===== src/rtl/mult_pkg.sv =====
// Shared width and bound helpers for the pipelined multi-lane multiplier.
package mult_pkg;

  function automatic int full_w(input int w1, input int w2);
    return w1 + w2;
  endfunction

  // Bounds are returned in 64 bits so one signed compare covers any width up to 64.
  function automatic logic signed [63:0] max_val(input int w);
    return (64'sd1 <<< (w - 1)) - 64'sd1;
  endfunction

  function automatic logic signed [63:0] min_val(input int w);
    return -(64'sd1 <<< (w - 1));
  endfunction

  function automatic int lane_lsb(input int lane, input int w);
    return lane * w;
  endfunction

endpackage


===== src/rtl/mult_round_sat.sv =====
// Single-lane round-half-up arithmetic right shift followed by saturation to PROD_W.
module mult_round_sat
  import mult_pkg::*;
#(
  parameter int FULL_W = 16,
  parameter int PROD_W = 20,
  parameter int Q_W    = 5
) (
  input  logic [FULL_W-1:0] prod_full,
  input  logic [Q_W-1:0]    frac_bits,
  output logic [PROD_W-1:0] prod_out,
  output logic              sat
);

  localparam logic signed [63:0] MAX_V = max_val(PROD_W);
  localparam logic signed [63:0] MIN_V = min_val(PROD_W);
  localparam logic [FULL_W:0]    ONE   = {{FULL_W{1'b0}}, 1'b1};

  int                 q_eff;
  logic signed [FULL_W:0] ext;
  logic signed [FULL_W:0] bias;
  logic signed [FULL_W:0] sum;
  logic signed [FULL_W:0] shifted;
  logic signed [63:0]     wide;

  // One guard bit above the product keeps the half-LSB bias from overflowing.
  always_comb begin
    q_eff    = (int'(frac_bits) > FULL_W) ? FULL_W : int'(frac_bits);
    ext      = {prod_full[FULL_W-1], prod_full};
    bias     = '0;
    if (q_eff != 0) begin
      bias = ONE << (q_eff - 1);
    end
    sum      = ext + bias;
    shifted  = sum >>> q_eff;
    wide     = 64'(shifted);
    sat      = 1'b0;
    prod_out = wide[PROD_W-1:0];
    if (wide > MAX_V) begin
      prod_out = MAX_V[PROD_W-1:0];
      sat      = 1'b1;
    end else if (wide < MIN_V) begin
      prod_out = MIN_V[PROD_W-1:0];
      sat      = 1'b1;
    end
  end

endmodule


===== src/rtl/multiplier_pipe.sv =====
// Pipelined multi-lane signed fixed-point multiplier with valid/ready flow control,
// Q-format round/shift and per-lane saturation in the final stage.
module multiplier_pipe
  import mult_pkg::*;
#(
  parameter int LANES           = 1,
  parameter int DATA_WIDTH_FAC1 = 8,
  parameter int DATA_WIDTH_FAC2 = 8,
  parameter int DATA_WIDTH_PROD = 20,
  parameter int Q_BITWIDTH      = $clog2(DATA_WIDTH_PROD),
  parameter int PIPE_STAGES     = 2
) (
  input  logic                               clk_i,
  input  logic                               rst_ni,
  input  logic                               flush_i,
  input  logic                               valid_i,
  output logic                               ready_o,
  input  logic [LANES*DATA_WIDTH_FAC1-1:0]   factor_1,
  input  logic [LANES*DATA_WIDTH_FAC2-1:0]   factor_2,
  input  logic [Q_BITWIDTH-1:0]              fraction_bit_i,
  output logic                               valid_o,
  input  logic                               ready_i,
  output logic [LANES*DATA_WIDTH_PROD-1:0]   product,
  output logic [LANES-1:0]                   sat_o
);

  localparam int FULL_W = full_w(DATA_WIDTH_FAC1, DATA_WIDTH_FAC2);
  localparam int RETIME = PIPE_STAGES - 2;

  logic advance;
  logic accept;

  logic [LANES*DATA_WIDTH_FAC1-1:0] f1_reg;
  logic [LANES*DATA_WIDTH_FAC2-1:0] f2_reg;
  logic [Q_BITWIDTH-1:0]            q1_reg;
  logic                             v1_reg;

  logic [LANES*FULL_W-1:0]          prod_s1;
  logic [LANES*FULL_W-1:0]          final_prod;
  logic [Q_BITWIDTH-1:0]            final_q;
  logic                             final_v;
  logic [LANES*DATA_WIDTH_PROD-1:0] rs_prod;
  logic [LANES-1:0]                 rs_sat;

  // Every stage moves in lockstep; a stalled output freezes the whole pipe.
  assign advance = ready_i | ~valid_o;
  assign ready_o = advance & ~flush_i;
  assign accept  = valid_i & ready_o;

  always_ff @(posedge clk_i or negedge rst_ni) begin
    if (!rst_ni) begin
      f1_reg <= '0;
      f2_reg <= '0;
      q1_reg <= '0;
      v1_reg <= 1'b0;
    end else if (flush_i) begin
      f1_reg <= '0;
      f2_reg <= '0;
      q1_reg <= '0;
      v1_reg <= 1'b0;
    end else if (advance) begin
      v1_reg <= accept;
      f1_reg <= accept ? factor_1 : '0;
      f2_reg <= accept ? factor_2 : '0;
      q1_reg <= accept ? fraction_bit_i : '0;
    end
  end

  genvar gi;
  generate
    for (gi = 0; gi < LANES; gi++) begin : g_lane
      localparam int LSB1 = lane_lsb(gi, DATA_WIDTH_FAC1);
      localparam int LSB2 = lane_lsb(gi, DATA_WIDTH_FAC2);
      localparam int LSBF = lane_lsb(gi, FULL_W);
      localparam int LSBP = lane_lsb(gi, DATA_WIDTH_PROD);

      logic signed [FULL_W-1:0] a_ext;
      logic signed [FULL_W-1:0] b_ext;

      // Sign-extending both operands to FULL_W makes the truncated product exact.
      assign a_ext = FULL_W'($signed(f1_reg[LSB1 +: DATA_WIDTH_FAC1]));
      assign b_ext = FULL_W'($signed(f2_reg[LSB2 +: DATA_WIDTH_FAC2]));
      assign prod_s1[LSBF +: FULL_W] = a_ext * b_ext;

      mult_round_sat #(
        .FULL_W (FULL_W),
        .PROD_W (DATA_WIDTH_PROD),
        .Q_W    (Q_BITWIDTH)
      ) u_round_sat (
        .prod_full (final_prod[LSBF +: FULL_W]),
        .frac_bits (final_q),
        .prod_out  (rs_prod[LSBP +: DATA_WIDTH_PROD]),
        .sat       (rs_sat[gi])
      );
    end

    if (RETIME == 0) begin : g_no_retime
      assign final_prod = prod_s1;
      assign final_q    = q1_reg;
      assign final_v    = v1_reg;
    end else begin : g_retime
      logic [LANES*FULL_W-1:0] prod_pipe [RETIME];
      logic [Q_BITWIDTH-1:0]   q_pipe    [RETIME];
      logic                    v_pipe    [RETIME];

      always_ff @(posedge clk_i or negedge rst_ni) begin
        if (!rst_ni) begin
          for (int i = 0; i < RETIME; i++) begin
            prod_pipe[i] <= '0;
            q_pipe[i]    <= '0;
            v_pipe[i]    <= 1'b0;
          end
        end else if (flush_i) begin
          for (int i = 0; i < RETIME; i++) begin
            prod_pipe[i] <= '0;
            q_pipe[i]    <= '0;
            v_pipe[i]    <= 1'b0;
          end
        end else if (advance) begin
          prod_pipe[0] <= prod_s1;
          q_pipe[0]    <= q1_reg;
          v_pipe[0]    <= v1_reg;
          for (int i = 1; i < RETIME; i++) begin
            prod_pipe[i] <= prod_pipe[i-1];
            q_pipe[i]    <= q_pipe[i-1];
            v_pipe[i]    <= v_pipe[i-1];
          end
        end
      end

      assign final_prod = prod_pipe[RETIME-1];
      assign final_q    = q_pipe[RETIME-1];
      assign final_v    = v_pipe[RETIME-1];
    end
  endgenerate

  always_ff @(posedge clk_i or negedge rst_ni) begin
    if (!rst_ni) begin
      valid_o <= 1'b0;
      product <= '0;
      sat_o   <= '0;
    end else if (flush_i) begin
      valid_o <= 1'b0;
      product <= '0;
      sat_o   <= '0;
    end else if (advance) begin
      valid_o <= final_v;
      product <= final_v ? rs_prod : '0;
      sat_o   <= final_v ? rs_sat : '0;
    end
  end

endmodule


===== config.mk =====
export PLATFORM = sky130hd
export DESIGN_NAME = multiplier_pipe
export DESIGN_NICKNAME = d
export VERILOG_FILES = /design/src/rtl/mult_pkg.sv /design/src/rtl/mult_round_sat.sv /design/src/rtl/multiplier_pipe.sv
export SDC_FILE = /design/constraint.sdc
export NUM_CORES = 1
export LEC_CHECK = 0
export CAP_MARGIN = 10
export CORE_MARGIN = 2
export CORE_UTILIZATION = 25
export DETAILED_ROUTE_END_ITERATION = 8
export PLACE_DENSITY = 0.44
export SYNTH_ARGS = -nofsm -noshare
export SYNTH_HDL_FRONTEND = slang
export SYNTH_SLANG_ARGS = --single-unit
export TNS_END_PERCENT = 10

===== constraint.sdc =====
create_clock -name clk_i -period 8.8 [get_ports clk_i]
set_clock_uncertainty 0.15 [all_clocks]
set_input_delay 1.76 -clock clk_i [delete_from_list [all_inputs] [get_ports clk_i]]
set_output_delay 1.76 -clock clk_i [all_outputs]
set_load 0.1 [all_outputs]

* Word-level counts from Yosys, hierarchy flattened *
Index checks and enable logic that the tools add are counted.

cells by class
  magnitude comparators = 3
  shift operators = 2
  bitwise operators = 5
  muxes and demuxes = 25
  equality and inequality tests = 0
  div/mod/pow operators = 0
  reduce and logical (&&, ||, !) cells = 2
  multipliers = 1
  $add $sub $neg = 2

operator list
  cell                   count
  $mux 20                5
  $mux 8                 6
  $reduce_bool 32->1     1
  $shl 1x32->17 const A  1
  $sub 32x2->32 const B  1
  $gt 17x20->1 const B   1
  $lt 17x20->1 const B   1
  $mux 5                 4
  $add 16x17->17         1
  $mux 17                1
  $sshr 17x5->17         1
  $mul 8x8->16           1
  $mux 1                 9
  $gt 5x5->1 const B     1
  $and 1x1->1            2
  $not 1->1              2
  $reduce_bool 2->1      1
  $or 1x1->1             1

word-level totals
  memory bits (writable) = 0
  latch bits = 0
  bits in registers = 44
  output and inout port bits = 23
  ROM bits = 0
  memories = 0
  logic and storage cells = 47

* Logic depth before layout (Yosys ltp) *
Gate-level depths: netlist of run 1.

  depth after elaboration = 13
  mapped depth = 31
  gate-level depth less buffers = 28

* By module *
Synthesis of run 1 repeated with hierarchy kept, for this count alone.

unflattened totals
  cells, all modules = 722
  area, all modules = 6,207.2 um2

by module, submodules not included
  module           cells each  area each (um2)  instances
  multiplier_pipe  389         4,082.7          1
  mult_round_sat   333         2,124.5          1

* Worst setup path after synthesis of run 1 *
Ideal clock, no wire load.

  path kind = register -> register
  from = reg q1_reg[4], in the netlist final_q[4]
  to = reg product[13]
  slack = 1.511 ns
  setup time = 0.122 ns
  stages on the path, launching flop included = 30
  data arrival time = 7.017 ns
  buffers on the path = 3
  clock period less this slack = 7.289 ns
  cell sequence = dfrtp_1 -> buf_6 -> nor2b_1 -> clkbuf_1 -> inv_2 -> buf_1 -> ha_1 -> o21a_1 -> ha_1 -> a21oi_1 -> nand3_1 -> nor2_1 -> nand2_1 -> fa_1 -> inv_1 -> fa_1 -> ha_1 -> fa_1 -> ha_1 -> ha_1 -> inv_1 -> fa_1 -> and2b_1 -> o21ai_1 -> a211oi_1 -> o22a_1 -> xnor2_1 -> mux4_2 -> a211o_1 -> a22o_1

on the way
  word-level cells in the longest chain between the ends = 13
  elaborated cells on any way between the ends = 15
  those cells by class = add/sub: 2; order compare: 3; shift: 2; mux: 7; reduce/logical: 1

ends and longest elaborated chain
  element                 RTL line                RTL
  start, declared         multiplier_pipe.sv:35   logic [Q_BITWIDTH-1:0] q1_reg;
  start signal, assigned  multiplier_pipe.sv:65   q1_reg <= accept ? fraction_bit_i : '0;
  $gt 5x5->1              mult_round_sat.sv:28    q_eff = (int'(frac_bits) > FULL_W) ? FULL_W : int'(frac_bits);
  $mux 5 (*)              mult_round_sat.sv:28
  $sub 32x2->32           mult_round_sat.sv:32    bias = ONE << (q_eff - 1);
  $shl 1x32->17           mult_round_sat.sv:32
  $mux 17                 mult_round_sat.sv:31    if (q_eff != 0) begin
  $add 16x17->17          mult_round_sat.sv:34    sum = ext + bias;
  $sshr 17x5->17 (*)      mult_round_sat.sv:35    shifted = sum >>> q_eff;
  $lt 17x20->1            mult_round_sat.sv:42    end else if (wide < MIN_V) begin
  $mux 20                 mult_round_sat.sv:42
  $mux 20 (*)             mult_round_sat.sv:39    if (wide > MAX_V) begin
  $mux 20 (*)             multiplier_pipe.sv:148  product <= final_v ? rs_prod : '0;
  $mux 20 (*)             multiplier_pipe.sv:146  end else if (advance) begin
  $mux 20 (*)             multiplier_pipe.sv:142  end else if (flush_i) begin
  end signal, assigned    multiplier_pipe.sv:148
  end, declared           multiplier_pipe.sv:23   output logic [LANES*DATA_WIDTH_PROD-1:0] product,

Every way passes the cells marked *; elsewhere a longest branch is shown, timed or not. The select of a mux whose other input is x is not followed.
A chain may end at the register's enable or synchronous reset.

* Worst setup path in the final report of run 1 *
Ends and elaborated chain as after synthesis.

==> results of run 1 <==
==> stage by stage <==
stage	total power (µW)	utilization [%]	hold WS (ns)	area, µm²	instances
floorplan	368	-	0.300	5860	649
global placement	443	28.5	0.315	6640	990
detailed placement	441	28.5	0.323	6640	990
CTS	654	29.2	0.337	6800	997
global route	691	29.2	0.358	6800	997
finish	646	29.2	0.329	6800	997
==> cell families (layout without fill, tap and decap cells) <==
| group | count (synthesis) | in the layout | share of synthesized area (%) |
|---|---|---|---|
| compound gates | 142 | 142 | 18.1 |
| xor+xnor | 16 | 16 | 2.76 |
| fa+ha+maj | 117 | 117 | 34.7 |
| buf+inv | 131 | 160 | 8.82 |
| flops | 41 | 41 | 17.5 |
| mux | 8 | 8 | 1.86 |
| simple gates | 194 | 194 | 16.2 |
==> power by group through the flow <==
| stage | registers, µW | logic (µW) | clock network (µW) |
|---|---|---|---|
| 4_1_cts | 211 | 229 | 214 |
| 5_1_grt | 212 | 254 | 225 |
| 3_5_place_dp | 214 | 226 | 0 |
| 2_1_floorplan | 227 | 141 | 0 |
| 3_3_place_gp | 214 | 229 | 0 |
| 6_report | 210 | 226 | 209 |
==> metal layers <==
metal	part of all wire, %	global-route usage [%]	up-vias
li1	-	-	2239
met3	2.1	1.60	8
met5	0	0	-
met1	52	21.1	2305
met2	45	21.3	67
met4	0.39	0.996	0
==> synth_stat cells, types with 7 or more instances <==
cell and number:
ha_1 41, xnor2_1 11, nor3_1 9, a21o_1 7
o2111ai_1 7, fa_1 76, a22o_1 26, dfrtp_1 41
o211ai_1 11, inv_1 98, nor2_1 26, nand3_1 15
a21oi_1 23, clkbuf_1 20, and2_1 34, nand2b_1 12
o21a_1 9, o21ai_0 16, nand2_1 73, a211oi_1 10
==> worst max-delay path: cells and delay by family (launching register included) <==
kind            cells  cell delay (ns)
compound gates      7             1.76
buf+inv             4             0.57
simple gates        5             0.88
mux                 1             0.54
fa+ha+maj           9             3.17
xor+xnor            1             0.18
flops               1             0.50
==> layout make-up <==
cell class | count | area (µm²) | area share, %
inverter | 99 | 372 | 5.47
timing repair buffer | 54 | 520 | 7.66
sequential | 41 | 1030 | 15.1
clock inverter | 2 | 35.0 | 0.516
tap | 319 | 399 | 5.87
multi-input combinational | 477 | 4320 | 63.5
clock buffer | 5 | 125 | 1.84
==> cell usage in the layout (no fill, tap or decap), types with 16 or more instances in the layout <==
master	Yosys	layout
o21ai_0	16	16
fa_1	76	76
ha_1	41	41
inv_1	98	98
dfrtp_1	41	41
nor2_1	26	26
nand2_1	73	73
clkdlybuf4s50_1	0	47
a22o_1	26	26
a21oi_1	23	23
and2_1	34	34
==> worst max path at each step <==
stage,slack [ns],cells after the start,from,endpoint
6_report,0.92,27,final_q[4]$_DFFE_PN0P_,product[13]$_DFFE_PN0P_
5_1_grt,0.31,27,final_q[4]$_DFFE_PN0P_,product[13]$_DFFE_PN0P_
4_1_cts,0.84,27,final_q[4]$_DFFE_PN0P_,product[13]$_DFFE_PN0P_
3_5_place_dp,0.88,27,final_q[4]$_DFFE_PN0P_,product[13]$_DFFE_PN0P_
3_3_place_gp,0.93,27,final_q[4]$_DFFE_PN0P_,product[13]$_DFFE_PN0P_
2_1_floorplan,1.51,29,final_q[4]$_DFFE_PN0P_,product[13]$_DFFE_PN0P_
==> impl_metrics.tcl, run 1 <==
set metrics [dict create \
    outcome "finished clean" \
    rows 56 \
    n_antenna_cell 0 \
    worstHoldEndpoint "product[14]$_DFFE_PN0P_" \
    critPathKind "flop to flop" \
    hold_path_depth 2 \
    r2r-end "product[13]$_DFFE_PN0P_" \
    drt_iter0_drc 316 \
    fillCellCount 2532 \
    ctsResizeCount 0 \
    path_clk_slew_ns 0.06 \
    gp_congestion 0.794 \
    max_stage_delay_ns 0.54 \
    hold_viol_final 0 \
    yosys.cell_types.count 64 \
    synthFlopType "dfrtp_1" \
    p_clk_share_pct 32.4 \
    p_sw_uw 236 \
    avgRoutedWirePerCell_um 16.0 \
    setup_violations 0 \
    io_buffers 48 \
    cts.sinks 41 \
    r2r-start "final_q[4]$_DFFE_PN0P_" \
    ctsRootBufferMaster "clkbuf_16" \
    wirelength_um 16000 \
    period_needed_ns 7.88 \
    synthDominantCellAreaShare_pct 26.0 \
    rsz0062_at_grt "no" \
    rrSetupSlack_ns 0.92 \
    nNetsFinal 821 \
    syn_inst 649 \
    synth.area.top_cells "fa_1 (26%), dfrtp_1 (18%), ha_1 (8.8%)" \
    cts_buffer_depth 2 \
    grt_usage_pct 13.7 \
    leakagePower_uw 0.00312 \
    dpl_worst_slack_ns 0.885 \
    worst_pin_slew_ns 1.12 \
    end_kind "flop" \
    seqPwrFrac_pct 32.6 \
    largest_reg_flops 17 \
    finalSetupTns_ns 0 \
    fmax_mhz 127 \
    die_area_um2 24700 \
    relSlewSlack_pct 25.0 \
    hold_class "flop to flop" \
    viasPerCell 4.63 \
    share_comb_of_total_power_pct 35.0 \
    crit_arrival_ns 7.91 \
    dp_hpwl_um 13000 \
    seq_area_frac_synth_pct 17.5 \
    cts_hold_buf 0 \
    intPower_uw 410 \
    synthesis.nets 792 \
    syn-cell-area_um2 5860 \
    initial_core_util_pct 25.2 \
    post_cts_buffers 0 \
    die_x_um 157 \
    power_density_nw_per_um2 95.1 \
    hold_start "product[14]$_DFFE_PN0P_" \
    worstPathRequired_ns 8.82 \
    grt_pass1_vias 4823 \
    area_growth_pct 16.0 \
    ys_seq_elements 41 \
    drc 0 \
    drive_gt1_share_pct 4.13 \
    clkLatencyLatePin_ns 0.29 \
    cp_max_fo 19 \
    swShare_pct 36.5 \
    numCtsBuffers 5 \
    grt_overflow 0 \
    io-pin-count 49 \
    startpoint_type "flop" \
    firstDrtPassIters 4 \
    ff2ff_path_depth 27 \
    ant_nets 0 \
    antenna_found_initial 0 \
    cts_tree "yes" \
    layout_setup_ws_ns 0.918 \
    grt_max_degree 42 \
    drv_cap 0 \
    critPathMostFrequentCell "ha_1" \
    grt_pass1_wl_um 27000 \
    period_share_pct 89.6 \
    via_count 4619 \
    ys_warn_count 0 \
    crit_slowest_cell "mux4_2" \
    die_h_um 157 \
    async_flop_share_pct 100 \
    vdd_drop_max_v 0.0000969 \
    core_area_um2 23300 \
    synth_largest_area_cell "fa_1" \
    postSynthAreaPerCell_um2 9.02 \
    htree_levels 2 \
    synth_edf_count 0 \
    slew_viol_final 0 \
]
No activity file was read; power rests on OpenSTA's default activity.
==> run 2: changes to the inputs <==
- clock period: 8.8 -> 9.4 ns (I/O delays scaled with it)
==> run 2 against run 1 <==
  * Wire length is 0.91% lower
  * Global-route usage is 0.30 points lower
  * Clock power is 17% lower
  * Worst setup slack better by 0.61 ns
  * First-iteration DRC count is 17% lower
  * Non-clock buffer count is 2 lower
  * Worst hold slack worse by 0.00076 ns
  * Final cell count is 0.10% lower
  * Sequential power is 6% lower
  * Final area is 0.48% lower
  * Core utilization is 0.14 points lower
  * Count of clock-buffer cells in the layout stayed put
  * Largest power group unchanged
  * Critical endpoint is now product[4]$_DFFE_PN0P_
==> impl_metrics.tcl, run 2 (synthesized netlist as in run 1, its figures left out) <==
set metrics [dict create \
    cts_hold_buf 0 \
    ff2ff_path_depth 21 \
    numCtsBuffers 5 \
    path_clk_slew_ns 0.06 \
    outcome "finished clean" \
    r2r-end "product[4]$_DFFE_PN0P_" \
    initial_core_util_pct 25.2 \
    power_density_nw_per_um2 85.9 \
    n_antenna_cell 0 \
    post_cts_buffers 0 \
    drv_cap 0 \
    layout_setup_ws_ns 1.53 \
    worst_pin_slew_ns 0.987 \
    die_h_um 157 \
    ctsResizeCount 0 \
    worstPathRequired_ns 9.43 \
    critPathKind "flop to flop" \
    die_area_um2 24700 \
    cts_buffer_depth 2 \
    fin_area_um2 6760 \
    antenna_found_initial 0 \
    drive_gt1_share_pct 3.99 \
    rrSetupSlack_ns 1.53 \
    finalSetupTns_ns 0 \
    grt_overflow 0 \
    largest_reg_flops 17 \
    gp_congestion 0.806 \
    io-pin-count 49 \
    io_buffers 48 \
    dp_hpwl_um 12800 \
    worstHoldEndpoint "product[14]$_DFFE_PN0P_" \
    r2r-start "final_q[2]$_DFFE_PN0P_" \
    period_share_pct 83.7 \
    area_growth_pct 15.5 \
    wirelength_um 15800 \
    grt_max_degree 42 \
    grt_pass1_wl_um 26300 \
    avgRoutedWirePerCell_um 15.9 \
    cts_tree "yes" \
    hold_start "product[14]$_DFFE_PN0P_" \
    drt_iter0_drc 262 \
    grt_pass1_vias 4694 \
    setup_violations 0 \
    worstPathCellList "nor2b_1 -> xnor2_1 -> nor2b_1 -> nand2_1 -> fa_1 -> inv_1 -> fa_1 -> ha_1 -> fa_1 -> ha_1 -> ha_1 -> inv_1 -> fa_1 -> and2b_1 -> o21ai_1 -> a211oi_1 -> o22a_1 -> xor2_1 -> nor2_1 -> a211o_1 -> a32o_1" \
    ant_nets 0 \
    clkLatencyLatePin_ns 0.29 \
    die_x_um 157 \
    period_needed_ns 7.87 \
    leakagePower_uw 0.00310 \
    hold_viol_final 0 \
    final_cell_mix "inv_1 (98), fa_1 (76), nand2_1 (73), clkdlybuf4s50_1 (47)" \
    ctsRootBufferMaster "clkbuf_16" \
    htree_levels 2 \
    hold_class "flop to flop" \
    nNetsFinal 819 \
    crit_family "adder cells" \
    drc 0 \
    grt_usage_pct 13.4 \
    crit_arrival_ns 7.90 \
    fmax_mhz 127 \
    end_kind "flop" \
    via_count 4539 \
    core_area_um2 23300 \
    firstDrtPassIters 5 \
    cts.sinks 41 \
    startpoint_type "flop" \
    rsz0062_at_grt "no" \
    critPathMostFrequentCell "fa_1" \
    layout_commonest_cell "inv_1" \
    max_stage_delay_ns 0.78 \
    dpl_worst_slack_ns 1.55 \
    rows 56 \
    dpl_cell_area_um2 6620 \
    slew_viol_final 0 \
    crit_slowest_cell "nor2b_1" \
    relSlewSlack_pct 34.0 \
    viasPerCell 4.56 \
    vdd_drop_max_v 0.0000597 \
    hold_path_depth 2 \
    cp_max_fo 20 \
    crit_buf_inv 2 \
]
==> run 2: changes by cell type in the layout (fill, tap and decap cells not counted) <==
cell	change
clkinv_2	+1
bufinv_16	-1
buf_4	-2
clkinvlp_4	+1
==> run 2: final cells by class <==
type / instances / area [µm²]
sequential: 41 / 1030
tap: 319 / 399
multi-input combinational: 477 / 4320
clock buffer: 5 / 125
fill: 2525 / 16500
inverter: 99 / 372
timing repair buffer: 52 / 505
clock inverter: 3 / 17.5
==> run 2: worst min-delay path: cells and delay by family (launching register included) <==
kind,cells,cell delay [ns]
flip-flops,1,0.34
AND/OR/NAND/NOR,1,0.05
AO/OA/AOI/OAI,1,0.06
==> run 2: metal layers <==
metal | global-route usage, % | share of wire (%) | vias up
li1 | - | - | 2232
met1 | 20.7 | 53 | 2246
met2 | 20.7 | 45 | 57
met3 | 1.51 | 2.1 | 4
met4 | 1.30 | 0.28 | 0
met5 | 0 | 0 | -
==> run 2: through the flow <==
| stage | cells | total power (µW) | util [%] | hold WS (ns) |
|---|---|---|---|---|
| detailed placement | 988 | 411 | 28.5 | 0.320 |
| finish | 996 | 581 | 29.1 | 0.328 |
| floorplan | 649 | 345 | - | 0.300 |
| global placement | 988 | 412 | 28.5 | 0.313 |
| CTS | 996 | 588 | 29.1 | 0.335 |
| global route | 996 | 620 | 29.1 | 0.349 |
==> run 2: report_power, final <==
part / switching (µW) / internal (µW) / total, µW
Combinational: 134 / 76.9 / 211
Clock: 75.8 / 97.5 / 173
Sequential: 13.5 / 183 / 197
Total: 223 / 358 / 581
==> run 2: how the worst max path moves through the flow <==
stage / depth (start not counted) / end / slack (ns) / start
after global routing: 21 / product[9]$_DFFE_PN0P_ / 0.95 / final_q[2]$_DFFE_PN0P_
after detailed placement: 21 / product[4]$_DFFE_PN0P_ / 1.55 / final_q[2]$_DFFE_PN0P_
after global placement: 21 / product[4]$_DFFE_PN0P_ / 1.53 / final_q[2]$_DFFE_PN0P_
after floorplan: 29 / product[13]$_DFFE_PN0P_ / 2.11 / final_q[4]$_DFFE_PN0P_
final: 21 / product[4]$_DFFE_PN0P_ / 1.53 / final_q[2]$_DFFE_PN0P_
after CTS: 21 / product[4]$_DFFE_PN0P_ / 1.52 / final_q[2]$_DFFE_PN0P_
